## src/rtl/pwm_duty_gen.sv

```systemverilog
// pwm_duty_gen: programmable period/high-time waveform generator.
// Configuration is double-buffered. A pending pair is captured on cfg_load.
// The pending pair moves to the active pair only at a period boundary, so
// every emitted period has exactly one duty cycle.
//
// Handshake: cfg_load is a single-cycle strobe with no ready/back-pressure.
// A legal load (period_in >= 2) always lands in the pending pair on that edge.
// An illegal load is dropped, and it is reported by a one-cycle cfg_err pulse
// on the following cycle.
module pwm_duty_gen #(
    parameter int WIDTH = 8
) (
    input  logic             clk,
    input  logic             rst_n,
    input  logic             en,
    input  logic             cfg_load,
    input  logic [WIDTH-1:0] period_in,
    input  logic [WIDTH-1:0] high_in,
    output logic             pwm_out,
    output logic             period_start,
    output logic             cfg_err,
    output logic             busy,
    output logic [1:0]       dbg_state_o
);

    typedef enum logic [1:0] {
        IDLE  = 2'd0,
        RUN   = 2'd1,
        DRAIN = 2'd2
    } state_e;

    state_e           state_q;
    logic [WIDTH-1:0] cnt_q;
    logic [WIDTH-1:0] pend_per_q, pend_hi_q;
    logic [WIDTH-1:0] act_per_q, act_hi_q;
    logic             pwm_q, ps_q, err_q, busy_q;

    logic             cfg_ok;
    logic [WIDTH-1:0] pend_per_d, pend_hi_d;
    logic [WIDTH-1:0] cnt_inc;
    logic             wrap;

    // Pending pair as it will be after this edge; a load coinciding with a
    // load point is therefore the value that gets transferred to active.
    always_comb begin
        cfg_ok     = cfg_load && (period_in >= WIDTH'(2));
        pend_per_d = cfg_ok ? period_in : pend_per_q;
        pend_hi_d  = cfg_ok ? high_in   : pend_hi_q;
        cnt_inc    = cnt_q + WIDTH'(1);
        wrap       = (cnt_q == (act_per_q - WIDTH'(1)));
    end

    // Main FSM with registered outputs. At a wrap, RUN and DRAIN behave the
    // same: en decides between starting a new period and returning to IDLE.
    always_ff @(posedge clk or negedge rst_n) begin
        if (!rst_n) begin
            state_q    <= IDLE;
            cnt_q      <= '0;
            pend_per_q <= WIDTH'(2);
            pend_hi_q  <= WIDTH'(1);
            act_per_q  <= WIDTH'(2);
            act_hi_q   <= WIDTH'(1);
            pwm_q      <= 1'b0;
            ps_q       <= 1'b0;
            err_q      <= 1'b0;
            busy_q     <= 1'b0;
        end else begin
            pend_per_q <= pend_per_d;
            pend_hi_q  <= pend_hi_d;
            err_q      <= cfg_load && !cfg_ok;
            case (state_q)
                IDLE: begin
                    cnt_q <= '0;
                    if (en) begin
                        state_q   <= RUN;
                        act_per_q <= pend_per_d;
                        act_hi_q  <= pend_hi_d;
                        pwm_q     <= (pend_hi_d != '0);
                        ps_q      <= 1'b1;
                        busy_q    <= 1'b1;
                    end else begin
                        pwm_q  <= 1'b0;
                        ps_q   <= 1'b0;
                        busy_q <= 1'b0;
                    end
                end
                RUN, DRAIN: begin
                    if (wrap) begin
                        cnt_q <= '0;
                        if (en) begin
                            state_q   <= RUN;
                            act_per_q <= pend_per_d;
                            act_hi_q  <= pend_hi_d;
                            pwm_q     <= (pend_hi_d != '0);
                            ps_q      <= 1'b1;
                            busy_q    <= 1'b1;
                        end else begin
                            state_q <= IDLE;
                            pwm_q   <= 1'b0;
                            ps_q    <= 1'b0;
                            busy_q  <= 1'b0;
                        end
                    end else begin
                        state_q <= en ? RUN : DRAIN;
                        cnt_q   <= cnt_inc;
                        pwm_q   <= (cnt_inc < act_hi_q);
                        ps_q    <= 1'b0;
                        busy_q  <= 1'b1;
                    end
                end
                default: begin
                    state_q <= IDLE;
                    cnt_q   <= '0;
                    pwm_q   <= 1'b0;
                    ps_q    <= 1'b0;
                    busy_q  <= 1'b0;
                end
            endcase
        end
    end

    assign pwm_out      = pwm_q;
    assign period_start = ps_q;
    assign cfg_err      = err_q;
    assign busy         = busy_q;
    assign dbg_state_o  = state_q;

endmodule

```

## config.mk

```make
export PLATFORM = sky130hd
export DESIGN_NAME = pwm_duty_gen
export DESIGN_NICKNAME = d
export VERILOG_FILES = /design/src/rtl/pwm_duty_gen.sv
export SDC_FILE = /design/constraint.sdc
export NUM_CORES = 1
export LEC_CHECK = 0
export BUFFER_PORTS_ARGS = -buffer_cell sky130_fd_sc_hd__buf_4
export CAP_MARGIN = 20
export CELL_PAD_IN_SITES_DETAIL_PLACEMENT = 1
export CELL_PAD_IN_SITES_GLOBAL_PLACEMENT = 2
export CORE_MARGIN = 8
export CORE_UTILIZATION = 39
export DETAILED_ROUTE_END_ITERATION = 8
export PLACE_DENSITY = 0.89
export SLEW_MARGIN = 20
export SYNTH_ARGS = -nofsm -noshare
export SYNTH_HDL_FRONTEND = slang
export SYNTH_SLANG_ARGS = --single-unit
```

## constraint.sdc

```tcl
create_clock -name clk -period 3.05 [get_ports clk]
set_input_delay 0.61 -clock clk [delete_from_list [all_inputs] [get_ports clk]]
set_output_delay 0.61 -clock clk [all_outputs]
set_load 0.005 [all_outputs]
```

# After elaboration in Yosys (flattened, before gate mapping)
# Cells that the tools add are included.
dict set report word_totals {
  regBits 46
  inputBits 20
  output_inout_bits 6
  elab_cells 50
}
dict set report classes {
  add_sub_neg 2
  order_cmp 2
  n_eq_ne 5
  muxes 23
  n_reduce_logical 8
}
# cell n
set op_table {}
lappend op_table {{$mux W8} 8}
lappend op_table {{$pmux W8 S2} 2}
lappend op_table {{$add A8 B1 Y8 const B} 1}
lappend op_table {{$eq A8 B8 Y1} 1}
lappend op_table {{$ge A8 B2 Y1 const B} 1}
lappend op_table {{$lt A8 B8 Y1} 1}
lappend op_table {{$reduce_bool A8 Y1} 1}
lappend op_table {{$sub A8 B1 Y8 const B} 1}
lappend op_table {{$mux W1} 6}
lappend op_table {{$mux W2} 3}
lappend op_table {{$pmux W1 S2} 3}
lappend op_table {{$ne A2 B2 Y1 const B} 2}
lappend op_table {{$pmux W2 S2} 1}
lappend op_table {{$eq A2 B1 Y1 const B} 1}
lappend op_table {{$eq A2 B2 Y1 const B} 1}
lappend op_table {{$logic_and A1 B1 Y1} 2}
lappend op_table {{$logic_not A2 Y1} 1}
lappend op_table {{$reduce_and A2 Y1} 1}
lappend op_table {{$reduce_bool A2 Y1} 1}
lappend op_table {{$reduce_or A2 Y1} 1}
lappend op_table {{$logic_not A1 Y1} 1}

# Depth between registers and ports, before layout
dict set report logic_depth {
  depth_word 7
  ltp_mapped 11
  mapped_depth_nobuf 9
}

# Worst setup path before layout
# Ideal clock, no wire load.
dict set report synth_path {
  path_type {in2reg}
  start {input port period_in[7]}
  end {register act_hi_q[2]}
  setup_ns 0.126
  arrival_ns 2.619
  required_time_ns 2.924
  setup_slack_ns 0.305
  stages 7
  n_path_buf 1
  cell_sequence {or4_1 o41ai_4 buf_4 mux2_2 nand2_1 mux2i_1 a221o_1}
}
dict set report synth_between {
  elab_chain_cells 6
}
# element line
set synth_lines {}
lappend synth_lines {{start: declaration} 17} ;# input logic [WIDTH-1:0] period_in,
lappend synth_lines {{$ge A8 B2 Y1 *} 46} ;# cfg_ok = cfg_load && (period_in >= WIDTH'(2));
lappend synth_lines {{$logic_and A1 B1 Y1 *} 46}
lappend synth_lines {{$mux W8 *} 48} ;# pend_hi_d = cfg_ok ? high_in : pend_hi_q;
lappend synth_lines {{net pend_hi_d[2]} 39} ;# logic [WIDTH-1:0] pend_per_d, pend_hi_d;
lappend synth_lines {{$mux W8 *} {74, 90}}
lappend synth_lines {{$mux W8} 88} ;# if (wrap) begin
lappend synth_lines {{$pmux W8 S2 *} 71} ;# case (state_q)
lappend synth_lines {{end signal: assignment} 77} ;# act_hi_q <= pend_hi_d;
lappend synth_lines {{end signal: assignment} 93} ;# act_hi_q <= pend_hi_d;
lappend synth_lines {{end: declaration} 35} ;# logic [WIDTH-1:0] act_per_q, act_hi_q;
# The timed path passes the listed nets; every way through them passes the cells marked *. The select of a mux whose other input is x is not followed.
# A chain may end at the register's enable or synchronous reset.

# Worst setup path in the final report
dict set report layout_path {
  start {register act_per_q[1]}
  end {register act_hi_q[2]}
}
dict set report layout_between {
  elab_chain_cells 4
}
# element line
set layout_lines {}
lappend layout_lines {{start: declaration} 35}
lappend layout_lines {{start signal: assignment} 76} ;# act_per_q <= pend_per_d;
lappend layout_lines {{start signal: assignment} 92} ;# act_per_q <= pend_per_d;
lappend layout_lines {{$sub A8 B1 Y8} 50} ;# wrap = (cnt_q == (act_per_q - WIDTH'(1)));
lappend layout_lines {{$eq A8 B8 Y1} 50}
lappend layout_lines {{$ne A2 B2 Y1 (no source line)} n/a}
lappend layout_lines {{$reduce_and A2 Y1 (no source line)} n/a}
# No other way between the ends.

==> reports/summary.md <==
Timing analysis after detailed placement gives a worst setup slack of 0.269 ns. Summed over all layers, the global routing overflow is 0. Leaving out fill and tap cells, the most frequent cells in the layout are dfrtp_1 (42), nand2_1 (41), buf_4 (30).

Setup violations remaining at the end of the flow were counted as 0. After the last flow step, the layout net total stands at 308. The maximum single-stage delay on the critical path is 0.61 ns, and the count of buffers added by post-CTS timing repair for setup is 0.

The portion of the post-synthesis area used by sequential elements is 0.433, and the starting DRC count in detailed routing is 82. For the final worst setup slack, the log shows 0.395 ns. Post-route total power: 2.31 mW.

For this design, the CTS-stage hold fixing added 0 buffers. The share of flip-flops with an asynchronous set or reset after synthesis is 1.00. Setup repair after global routing left no endpoint under its margin. Clock tree synthesis found a total of 46 sinks. TritonCTS built the clock tree.

The synthesized netlist net count was 282; the number of flops mapped to enable cells by yosys was 0. For the final database, setup skew stands at 0.00923 ns. The antenna diode count was 0. The number of placement rows is 30.

Walking the worst path, the cells encountered are inv_1 -> ha_1 -> xor2_1 -> nand2_1 -> a2111oi_0 -> o2111ai_2 -> buf_4 -> mux2i_1 -> a221o_1. The worst slew margin relative to its limit is 0.603, and the number of distinct library cell variants in the gate-level netlist after synthesis is 47. In the synthesized netlist, the number of instances is 251. The kind of cell with the highest combined delay along the critical path is compound AO/OA/AOI/OAI gates. The estimated wirelength of the detail-placed design is 4680 µm. The launch point of the worst path is act_per_q[1]$_DFFE_PN1P_. The final cycle utilization of the critical path is 0.870.

The routed wire length is 6340 µm, and the total number of yosys warnings is 0. Counting the fill cells in the layout gives 751. At the later pin of the worst-skew pair, clock insertion delay measures 0.30 ns. Critical register-to-register path startpoint: act_per_q[1]$_DFFE_PN1P_. The most used flip-flop cell after synthesis was dfrtp_1. The number of register bits inferred by synthesis was 46; the global-route wire length before repair was 10900 µm.

After detailed placement, the total cell area comes to 0.00293 mm². The min-delay analysis places its worst path in the category primary input to async pin. In this run the mean area of a mapped cell was 10.6 µm². The number of CTS-inserted buffers is 5, and the full die area is 0.00975 mm². The power density normalized to cell area was 767 mW/mm²; the final-layout setup total negative slack was 0 ns. For the worst setup path, the data required time is 3.23 ns.

Initial antenna violation count: 0. For the count of maximum capacitance violations, the log shows 0. By startpoint and endpoint, the worst setup path is classified as flip-flop to flip-flop. Before antenna repair, the detailed router went through 4 iterations. The post-synthesis cell type with the largest combined area is dfrtp_1.

The ratio of routed vias to standard cells works out to 5.60. The number of max-slew violations in the final report came out at 0. Summing every instance area after synthesis gives 0.00267 mm². Combined buffer and inverter count along the critical path: 2. The root buffer selected by CTS was clkbuf_8. By area the synthesized netlist is led by dfrtp_1 (39%), mux2_2 (6.8%), mux2i_1 (6.4%), a221o_1 (6.0%), nand2_1 (5.8%).

Post-cts resize count: 0. During placement, the flow inserted port buffers numbering 25. For the number of nets with antenna violations after routing, the log shows 0.

The largest fanout on the critical path is 17, and the transition at the pin with the smallest max-transition slack is 0.595 ns. The initial cell density of the core is 0.397, and the maximum clock insertion buffer count is 2. Share of layout cells above drive strength 1: 0.230. The detailed router placed 2005 vias in this run. The area growth from synthesis to layout is 13.0%. Summing all multi-input logic gate instances after layout gives 0.00138 mm². For this design, the slowest cell found on the critical path is dfstp_2.

Derived from the worst setup path, the maximum achievable clock frequency is 377 MHz. The width of the chip is 98.7 µm. Data arrives at the worst endpoint at 2.83 ns. The share of the synthesized area in the top cell type works out to 0.394. Most common cell after layout, fill and taps aside: dfrtp_1. The number of placed instances, taps included, is 350.

The final cell area excluding filler cells was 0.00302 mm²; the overall global routing resource usage was 0.137. The weighted congestion at the end of routability-driven global placement was 0.787. The sequential standard cell area is 0.00116 mm², and the total leakage power is 1.53 nW. The average routed wire per standard cell is 17.7 µm. During I/O placement, the number of pins put on the boundary was 26.

The critical path capture point type is a flip-flop. Entering global routing, the biggest net connects 47 pins. For this run, the number of standard cells in the final layout without fillers is 358.

The flow ran to the end, and the final reports show no timing, DRC or antenna violations. After clock tree synthesis, the clock-pin slew on the worst setup and hold paths is 0.09 ns. For this run, design rule violations remaining after detail routing come to 0. The area of the core region is 0.00672 mm². The worst supply voltage drop on vdd is 0.300 mV, and the final critical delay including setup and external delays is 2.65 ns. The worst setup path is launched from a flip-flop.

The height of the die is 98.7 µm. The number of global-route vias before repair is 2115, and the hold violation count in the final report is 0. CTS built an H-tree with a depth of 2.
cell type report:
cell class,instances,area share
clock inverters,2,0.00332
repair buffers,31,0.0813
well taps,80,0.0332
inverters,14,0.0174
flip-flops and latches,46,0.383
clock buffers,6,0.0241
multi-input cells,179,0.457
kinds of logic after synthesis:
logic type | after synthesis | share of synthesized area
XOR/XNOR | 15 | 0.0492
adder cells (fa/ha/maj) | 11 | 0.0516
AO/OA/AOI/OAI | 39 | 0.135
buffers and inverters | 26 | 0.0502
flip-flops | 46 | 0.433
multiplexers | 33 | 0.131
AND/OR/NAND/NOR | 81 | 0.149
routing by layer:
layer,global-route usage,part of all wire,up-vias
met1,0.175,0.47,1021
met4,0.0283,0.0093,0
met3,0.0226,0.017,6
li1,-,-,958
met5,0,0,-
met2,0.235,0.50,20
metrics by stage:
stage	utilization	hold WS (ns)
3_3_place_gp	0.436	0.498
6_report	0.449	0.307
5_1_grt	0.449	0.359
2_1_floorplan	-	0.314
4_1_cts	0.449	0.330
3_5_place_dp	0.436	0.505
report_power, final:
group | switching, mW | internal, mW | leakage [nW] | total [mW]
Clock | 0.202 | 0.159 | 0.0450 | 0.361
Combinational | 0.512 | 0.479 | 0.948 | 0.991
Sequential | 0.181 | 0.781 | 0.538 | 0.962
final timing paths:
kind | endpoint | slack, ns | cells past startpoint
hold / removal | act_hi_q[7]$_DFFE_PN0P_ | 0.31 | 1
setup / recovery | act_hi_q[2]$_DFFE_PN0P_ | 0.40 | 9
min in group clk | cfg_err$_DFF_PN0_ | 0.51 | 2
setup reg to reg | act_hi_q[2]$_DFFE_PN0P_ | 0.40 | 9
hold reg to reg | pend_per_q[5]$_DFF_PN0_ | 0.52 | 1
max in group asynchronous | busy$_DFF_PN0_ | 2.33 | 1
state kept, by name, indices dropped and copies added (netlist names):
name and flops:
pend_hi_q 8, period_start 1, cfg_err 1, dbg_state_o 2, act_hi_q 8, busy 1
pwm_out 1, cnt_q 8, pend_per_q 8, act_per_q 8
worst reg2reg max path, cell delays in order (launching register included):
cell	delay, ns
dfstp_2	0.61
inv_1	0.06
ha_1	0.28
xor2_1	0.15
nand2_1	0.08
a2111oi_0	0.48
o2111ai_2	0.18
buf_4	0.26
mux2i_1	0.18
a221o_1	0.26
cell usage after synthesis (3+ instances only):
master	n
nor4_1	5
and3_1	8
a221o_1	16
mux2_2	16
clkbuf_1	7
a21o_1	3
dfstp_2	4
dfrtp_1	42
o21ai_0	3
nor2_1	9
nor3_1	3
ha_1	11
nand2_1	41
xor2_1	9
nand3_1	4
xnor2_1	6
inv_1	13
mux2i_1	17
Note: power is estimated with default switching activity, not from simulation.
